## config.mk

```make
export PLATFORM = sky130hd
export DESIGN_NAME = dmem_ctrl_seq
export DESIGN_NICKNAME = d
export VERILOG_FILES = /design/src/rtl/dmem_ctrl_seq_pkg.sv /design/src/rtl/dmem_ctrl_seq_sp_ram.sv /design/src/rtl/dmem_ctrl_seq.sv
export SDC_FILE = /design/constraint.sdc
export NUM_CORES = 2
export LEC_CHECK = 0
export CAP_MARGIN = 5
export CORE_ASPECT_RATIO = 0.7
export CORE_MARGIN = 3
export CORE_UTILIZATION = 50
export DETAILED_ROUTE_END_ITERATION = 10
export PLACE_DENSITY = 0.73
export SETUP_SLACK_MARGIN = 0.1
export SYNTH_ARGS = -nofsm -noshare
export SYNTH_HDL_FRONTEND = slang
export SYNTH_SLANG_ARGS = --single-unit
```

## constraint.sdc

```tcl
create_clock -name clk -period 16.1 [get_ports clk]
set_clock_uncertainty 0.05 [all_clocks]
set_input_delay 3.22 -clock clk [delete_from_list [all_inputs] [get_ports clk]]
set_output_delay 3.22 -clock clk [all_outputs]
set_load 0.1 [all_outputs]
```

## src/rtl/dmem_ctrl_seq_pkg.sv

```systemverilog
// Shared command and state encodings for the BeeF data-memory controller.
package dmem_ctrl_seq_pkg;

  typedef enum logic [2:0] {
    CMD_NOP     = 3'd0,
    CMD_RD      = 3'd1,
    CMD_WR_REG  = 3'd2,
    CMD_WR_ALU  = 3'd3,
    CMD_INC     = 3'd4,
    CMD_DEC     = 3'd5,
    CMD_PUSH_PC = 3'd6
  } mem_cmd_t;

  typedef enum logic [1:0] {
    S_IDLE   = 2'd0,
    S_RMW_RD = 2'd1,
    S_RMW_WR = 2'd2,
    S_PUSH   = 2'd3
  } dmem_state_t;

endpackage

```

## src/rtl/dmem_ctrl_seq_sp_ram.sv

```systemverilog
// Single-port synchronous RAM with registered read. A write returns the
// written word on the read port the next cycle (write-first).
module dmem_sp_ram #(
  parameter int DATA_W = 8,
  parameter int ADDR_W = 8
) (
  input  logic              clk,
  input  logic              we,
  input  logic [ADDR_W-1:0] addr,
  input  logic [DATA_W-1:0] wdata,
  output logic [DATA_W-1:0] rdata
);

  logic [DATA_W-1:0] mem [0:(2**ADDR_W)-1];

  // Storage write and registered read; contents are never cleared.
  always_ff @(posedge clk) begin
    if (we) begin
      mem[addr] <= wdata;
      rdata     <= wdata;
    end else begin
      rdata <= mem[addr];
    end
  end

endmodule

```

## src/rtl/dmem_ctrl_seq.sv

```systemverilog
// Sequenced data-memory controller: owns the data RAM and runs single-cycle
// reads/writes, INC/DEC read-modify-write, and multi-word PC pushes.
module dmem_ctrl_seq
  import dmem_ctrl_seq_pkg::*;
#(
  parameter int DATA_W   = 8,
  parameter int ADDR_W   = 8,
  parameter int PC_W     = 17,
  parameter int PC_BYTES = 3
) (
  input  logic              clk,
  input  logic              reset,
  input  logic              cmd_valid,
  output logic              cmd_ready,
  input  mem_cmd_t          cmd_op,
  input  logic [ADDR_W-1:0] cmd_addr,
  input  logic [DATA_W-1:0] reg_value,
  input  logic [DATA_W-1:0] alu_result,
  input  logic [PC_W-1:0]   pc,
  input  logic              override,
  input  logic              force_write,
  output logic [DATA_W-1:0] rd_data,
  output logic              rd_valid,
  output logic              busy
);

  localparam int PCX_W = PC_BYTES * DATA_W;
  localparam int CNT_W = (PC_BYTES > 1) ? $clog2(PC_BYTES) : 1;

  dmem_state_t state_q, state_d;
  logic [ADDR_W-1:0] addr_q, addr_d;
  logic              dec_q, dec_d;
  logic [PC_BYTES-1:0][DATA_W-1:0] pc_q, pc_d;
  logic [CNT_W-1:0]  cnt_q, cnt_d;
  logic              rd_pend_q, rd_pend_d;
  logic [DATA_W-1:0] hold_q, hold_d;

  logic [PC_BYTES-1:0][DATA_W-1:0] pc_words;
  logic              accept;
  logic              ram_we;
  logic [ADDR_W-1:0] ram_addr;
  logic [DATA_W-1:0] ram_wdata;
  logic [DATA_W-1:0] ram_rdata;
  logic [DATA_W-1:0] rmw_val;

  // PC zero-extended to a whole number of words, word 0 least significant.
  assign pc_words  = PCX_W'(pc);
  assign cmd_ready = (state_q == S_IDLE) && !reset;
  assign accept    = cmd_valid && cmd_ready;
  assign busy      = (state_q != S_IDLE);
  assign rmw_val   = dec_q ? (ram_rdata - DATA_W'(1)) : (ram_rdata + DATA_W'(1));

  // Read data: fresh RAM word after a read, the modified word during the
  // RMW write cycle, otherwise the last value presented.
  assign rd_data  = rd_pend_q ? ram_rdata :
                    (state_q == S_RMW_WR) ? rmw_val : hold_q;
  assign rd_valid = !reset && (rd_pend_q || (state_q == S_RMW_WR));
  assign hold_d   = rd_valid ? rd_data : hold_q;

  // Next-state, command latching and RAM port mux.
  always_comb begin
    state_d   = state_q;
    addr_d    = addr_q;
    dec_d     = dec_q;
    pc_d      = pc_q;
    cnt_d     = cnt_q;
    rd_pend_d = 1'b0;
    ram_we    = 1'b0;
    ram_addr  = cmd_addr;
    ram_wdata = reg_value;
    case (state_q)
      S_IDLE: begin
        if (accept) begin
          if (override) begin
            ram_we = force_write;
          end else begin
            case (cmd_op)
              CMD_RD:     rd_pend_d = 1'b1;
              CMD_WR_REG: ram_we = 1'b1;
              CMD_WR_ALU: begin
                ram_we    = 1'b1;
                ram_wdata = alu_result;
              end
              CMD_INC, CMD_DEC: begin
                addr_d  = cmd_addr;
                dec_d   = (cmd_op == CMD_DEC);
                state_d = S_RMW_RD;
              end
              CMD_PUSH_PC: begin
                // Word 0 goes out in the acceptance cycle itself.
                ram_we    = 1'b1;
                ram_wdata = pc_words[0];
                addr_d    = cmd_addr;
                pc_d      = pc_words;
                cnt_d     = CNT_W'(1);
                state_d   = (PC_BYTES > 1) ? S_PUSH : S_IDLE;
              end
              default: ;
            endcase
          end
        end
      end
      S_RMW_RD: begin
        ram_addr = addr_q;
        state_d  = S_RMW_WR;
      end
      S_RMW_WR: begin
        ram_addr  = addr_q;
        ram_we    = 1'b1;
        ram_wdata = rmw_val;
        state_d   = S_IDLE;
      end
      S_PUSH: begin
        // Address arithmetic wraps naturally at ADDR_W bits.
        ram_addr  = addr_q + ADDR_W'(cnt_q);
        ram_we    = 1'b1;
        ram_wdata = pc_q[cnt_q];
        if (cnt_q == CNT_W'(PC_BYTES - 1)) begin
          state_d = S_IDLE;
        end else begin
          cnt_d = cnt_q + CNT_W'(1);
        end
      end
      default: state_d = S_IDLE;
    endcase
    // A reset cycle must never disturb memory.
    if (reset) begin
      ram_we = 1'b0;
    end
  end

  // State and latch registers with synchronous reset.
  always_ff @(posedge clk) begin
    if (reset) begin
      state_q   <= S_IDLE;
      rd_pend_q <= 1'b0;
      hold_q    <= '0;
      cnt_q     <= '0;
    end else begin
      state_q   <= state_d;
      rd_pend_q <= rd_pend_d;
      hold_q    <= hold_d;
      cnt_q     <= cnt_d;
    end
    addr_q <= addr_d;
    dec_q  <= dec_d;
    pc_q   <= pc_d;
  end

  dmem_sp_ram #(
    .DATA_W (DATA_W),
    .ADDR_W (ADDR_W)
  ) u_ram (
    .clk   (clk),
    .we    (ram_we),
    .addr  (ram_addr),
    .wdata (ram_wdata),
    .rdata (ram_rdata)
  );

endmodule

```

=== After elaboration in Yosys (flattened, before gate mapping) ===
Memory sizes are Yosys's and may differ from the RTL's. A register that Yosys moved wholly into a read port is not among the register bits.
Cells that the tools add are included.
W data, S select, Z words.

* Register bits after elaboration: 39
* Bits in latches: 0
* Memory bits (writable): 2,048
* ROM bits: 0
* Input bits: 49
* Output and inout port bits: 11
* Logic and storage cells: 81
* Memories kept: 1

* Add/sub/neg operators: 4
* Multipliers: 0
* Divide/modulo/power cells: 0
* Magnitude comparators: 1
* Equal/unequal tests: 16
* Shift operators: 0
* Multiplexer cells: 28
* Bitwise operators: 3
* Reduce and logical (&&, ||, !) cells: 19

{| class="wikitable"
|+ Memories
! name !! words !! bits a word !! read ports !! clocked after Yosys merged registers in !! wr ports !! line !! source
|-
| u_ram.mem || 256 || 8 || 1 || 1 || 1 || dmem_ctrl_seq_sp_ram.sv:14 || <nowiki>logic [DATA_W-1:0] mem [0:(2**ADDR_W)-1];</nowiki>
|}

{| class="wikitable"
|+ Operators with widths
! cell !! number
|-
| $mux W8 || 6
|-
| $pmux W8 S2 || 2
|-
| $pmux W8 S3 || 1
|-
| $bmux W8 S2 || 1
|-
| $reduce_and A4 Y1 || 4
|-
| $mux W2 || 7
|-
| $eq A3 B3 Y1 const B || 3
|-
| $add A8 B1 Y8 const B || 1
|-
| $add A8 B2 Y8 || 1
|-
| $ne A2 B2 Y1 const B || 4
|-
| $pmux W2 S2 || 2
|-
| $pmux W2 S4 || 1
|-
| $sub A8 B1 Y8 const B || 1
|-
| $mux W1 || 7
|-
| $eq A2 B2 Y1 const B || 3
|-
| $eq A3 B2 Y1 const B || 2
|-
| $reduce_or A2 Y1 || 3
|-
| $reduce_or A3 Y1 || 2
|-
| $reduce_and A5 Y1 || 1
|-
| $reduce_bool A2 Y1 || 2
|-
| $reduce_or A4 Y1 || 1
|-
| $eq A3 B1 Y1 const B || 1
|-
| $logic_and A1 B1 Y1 || 3
|-
| $lt A2 B3 Y1 const B || 1
|-
| 9 further kinds || 11
|}

=== Depth between registers and ports, before layout ===
* Depth after elaboration: 9
* Mapped depth: 21
* Mapped depth without buffers: 16

=== Hierarchy ===
From an unflattened synthesis, not the netlist that was laid out.

* Cells, all modules: 4,016
* Area, all modules: 82,185.1 sq um

{| class="wikitable"
|+ Modules (own cells, without submodules)
! module !! instances !! cells each !! area each (sq um) !! sequential area each (sq um)
|-
| dmem_sp_ram || 1 || 3,733 || 79,556.3 || 61,659.1
|-
| dmem_ctrl_seq || 1 || 283 || 2,628.8 || 1,041.0
|}

=== Worst setup path after synthesis ===
No wires, ideal clock.

* Path kind: flip-flop to flip-flop
* Start point: reg (tool-made name)
* End point: mem u_ram.mem[0][7], data pin
* Library setup time: 2.247 ns
* Arrival time: 15.104 ns
* Slack: -1.301 ns
* Cell stages (with the launch flop): 18
* Buffers on the path: 4
* Period minus slack after synthesis: 17.401 ns
* Cell sequence: dfxtp_1 > buf_2 > buf_2 > buf_1 > clkbuf_1 > mux4_2 > mux4_2 > mux4_2 > mux4_2 > ha_1 > a21oi_1 > o21ai_0 > a21oi_1 > o21ai_0 > a2111oi_0 > a211o_1 > nor4b_1 > a211oi_1

{| class="wikitable"
|+ RTL lines
! item !! line
|-
| end, declared || dmem_ctrl_seq_sp_ram.sv:14
|}

==> impl_metrics.json <==
{
  "track_usage": 0.231,
  "fp.dieH_um": 345,
  "antenna_left": 0,
  "area_growth_pct": 10.4,
  "synth_flop_cell": "edfxtp_1",
  "vias": 39890,
  "drive_gt1_frac": 0.246,
  "clock_sinks": 2095,
  "drc": 0,
  "power.internal_mw": 8.64,
  "finalMaxSlewViolations": 0,
  "synth_seq_area_share": 0.763,
  "grt_max_degree": 257,
  "hold_violations": 0,
  "fillers": 11652,
  "synth.distinct_cells": 63,
  "fmax_mhz": 82.2,
  "clk_pin_slew_ns": 0.06,
  "synthArstFlopShare": 0,
  "fin_crit_sh": 0.755,
  "relSlewSlack": 0.0670,
  "regArea_sq_mm": 0.0627,
  "layout_commonest_cell": "edfxtp_1",
  "dp_hpwl_mm": 115,
  "cts_hold_buf": 0,
  "post_drt_wl_per_cell_um": 31.9,
  "power_density_mw_per_mm2": 123,
  "dieArea_sq_mm": 0.169,
  "cp_max_fo": 124,
  "post_cts_resized": 0,
  "worstMarginPinSlew_ns": 1.40,
  "crit_arrival_ns": 8.89,
  "postCtsSetupBuffers": 0,
  "fin_nets": 3854,
  "drt-vias-per-instance": 6.51,
  "drv_cap": 0,
  "multiInputGateArea_sq_mm": 0.0184,
  "clock_path_buffers": 3,
  "syn_avg_cell_area_sq_um": 22.2,
  "grt_pass1_wl_mm": 284,
  "layout_min_cycle_time_ns": 12.16,
  "rrSetupSlack_ns": 7.13,
  "netlist_area_sq_mm": 0.0821,
  "overflow": 0,
  "critPathKind": "reg -> out",
  "routed_wl_mm": 195,
  "gp_congestion": 0.852,
  "syn-num-nets": 3763,
  "hp-class": "reg -> reg",
  "p_switching_mw": 2.48,
  "seqPwrFrac": 0.551,
  "yosys_warnings": 0,
  "switching_share": 0.223,
  "drt_iter0_markers": 5918,
  "clockPowerShare": 0.374,
  "ios": 60,
  "dr.pass1.iters": 6,
  "antenna_found_initial": 9,
  "worstSetupStartpointType": "flop",
  "synthCells": 3699,
  "critPathRequiredTime_ns": 12.83,
  "cts_buffers": 177,
  "cts_max_level": 4,
  "irDropWorstVdd_uv": 102,
  "fin_util": 0.560,
  "cts_tree": "yes",
  "grt_pass1_vias": 38862,
  "fin_setup_tns_ns": 0,
  "setup_violations": 0,
  "rsz0062_at_grt": "no",
  "die_w_um": 490,
  "end_kind": "output pin",
  "root_buffer": "clkbuf_16",
  "port_buffers": 59,
  "leakagePower_nw": 27.5,
  "core.rowCount": 123,
  "layout_common_cells": "edfxtp_1, mux4_2, nor2_1, clkbuf_16, nand2_1",
  "synth_edf_count": 2074,
  "start_util": 0.507,
  "ys_ff_latch": 2095,
  "p_comb_frac": 0.075,
  "status": "complete, no violations",
  "core_area_sq_mm": 0.162,
  "clk-insertion-delay-late_ns": 0.81
}
## critical path, stage by stage, from the launching register on
cell,delay (ns)
dfxtp_4,0.62
buf_12,0.61
buf_4,0.85
mux4_2,0.42
mux4_2,0.54
mux4_2,0.57
mux4_2,0.52
ha_1,0.34
a21oi_1,0.30
o21ai_0,0.14
a21oi_1,0.31
o21ai_0,0.20
a21o_1,0.23
a211o_1,0.33
or3_1,0.40
o211ai_1,0.26
clkdlybuf4s50_1,1.18
## cells by family after synthesis
family,after synthesis,share of synthesized area
mux,696,0.181
flops,2095,0.763
compound gates,161,0.0136
fa+ha+maj,15,0.00247
buf+inv,232,0.0135
simple gates,494,0.0254
xor+xnor,6,0.000640
## cell usage after synthesis (6+ instances only)
| cell type | instances | area share |
|---|---|---|
| buf_1 | 19 | 0.00087 |
| a2111oi_0 | 6 | 0.00064 |
| nor2b_1 | 21 | 0.0016 |
| a21oi_1 | 28 | 0.0017 |
| nand2b_1 | 10 | 0.00076 |
| nor3_1 | 9 | 0.00055 |
| clkbuf_1 | 98 | 0.0045 |
| buf_6 | 10 | 0.0014 |
| a22oi_1 | 28 | 0.0026 |
| mux4_2 | 630 | 0.17 |
| dfxtp_1 | 21 | 0.0051 |
| ha_1 | 13 | 0.0020 |
| nand4_1 | 9 | 0.00069 |
| nor2_1 | 300 | 0.014 |
| o21ai_0 | 27 | 0.0016 |
| buf_4 | 25 | 0.0023 |
| inv_1 | 21 | 0.00096 |
| nand3_1 | 27 | 0.0016 |
| nand3b_1 | 6 | 0.00055 |
| nand2_1 | 93 | 0.0043 |
| mux2_2 | 10 | 0.0014 |
| buf_2 | 57 | 0.0035 |
| edfxtp_1 | 2074 | 0.76 |
| and2_1 | 6 | 0.00046 |
| mux2i_1 | 56 | 0.0068 |
| a211oi_1 | 10 | 0.00091 |
## metrics by stage
| step | hold slack [ns] | instance area (sq um) | std cells | worst slack, ns | power (mW) |
|---|---|---|---|---|---|
| 2_1_floorplan | 0.419 | 82100 | 3699 | 2.58 | 6.84 |
| 3_3_place_gp | 0.432 | 85200 | 5798 | 4.96 | 7.05 |
| 3_5_place_dp | 0.445 | 85200 | 5798 | 4.89 | 7.07 |
| 4_1_cts | 0.456 | 90700 | 6122 | 4.01 | 11.2 |
| 5_1_grt | 0.468 | 90700 | 6122 | 3.69 | 11.4 |
| 6_report | 0.452 | 90700 | 6123 | 3.94 | 11.1 |
## layer usage
metal,vias to the layer above,routed length [um],global-route usage
met2,2724,84900,0.317
met1,21132,80600,0.366
li1,15762,-,-
met4,2,3950,0.0542
met3,270,25900,0.0675
met5,-,14,0
## power by group through the flow
stage                     Sequential [mW]  Combinational (mW)  Clock (mW)
after global placement               6.25               0.805           0
after floorplan                      6.31               0.530           0
final                                6.13               0.831        4.16
after detailed placement             6.25               0.824           0
after global routing                 6.13               0.877        4.42
after CTS                            6.13               0.826        4.20
## flip-flops by register name, indices dropped and copies added (netlist names), named ones only
signal     cells
u_ram.mem   2048
pc_q          17
addr_q         8
hold_q         8
cnt_q          2
state_q        2
dec_q          1
rd_pend_q      1
## path summary, 6_finish.rpt
path                                 from                           to  cells past startpoint
hold / removal    state_q[1]$_SDFFE_PP0P_      state_q[1]$_SDFFE_PP0P_                      2
hold reg to reg   state_q[1]$_SDFFE_PP0P_      state_q[1]$_SDFFE_PP0P_                      2
setup / recovery                     flop                   rd_data[7]                     16
setup reg to reg                     flop  u_ram.mem[223][3]$_DFFE_PP_                     16
## layout make-up
class | count | share of cell area
well taps | 2187 | 0.0302
clock buffers | 222 | 0.0521
inverters | 23 | 0.00103
repair buffers | 121 | 0.0130
multi-input cells | 1372 | 0.203
flip-flops and latches | 2095 | 0.692
clock inverters | 102 | 0.00873
diodes | 1 | 0.0000276
(Power assumes the default switching activity.)
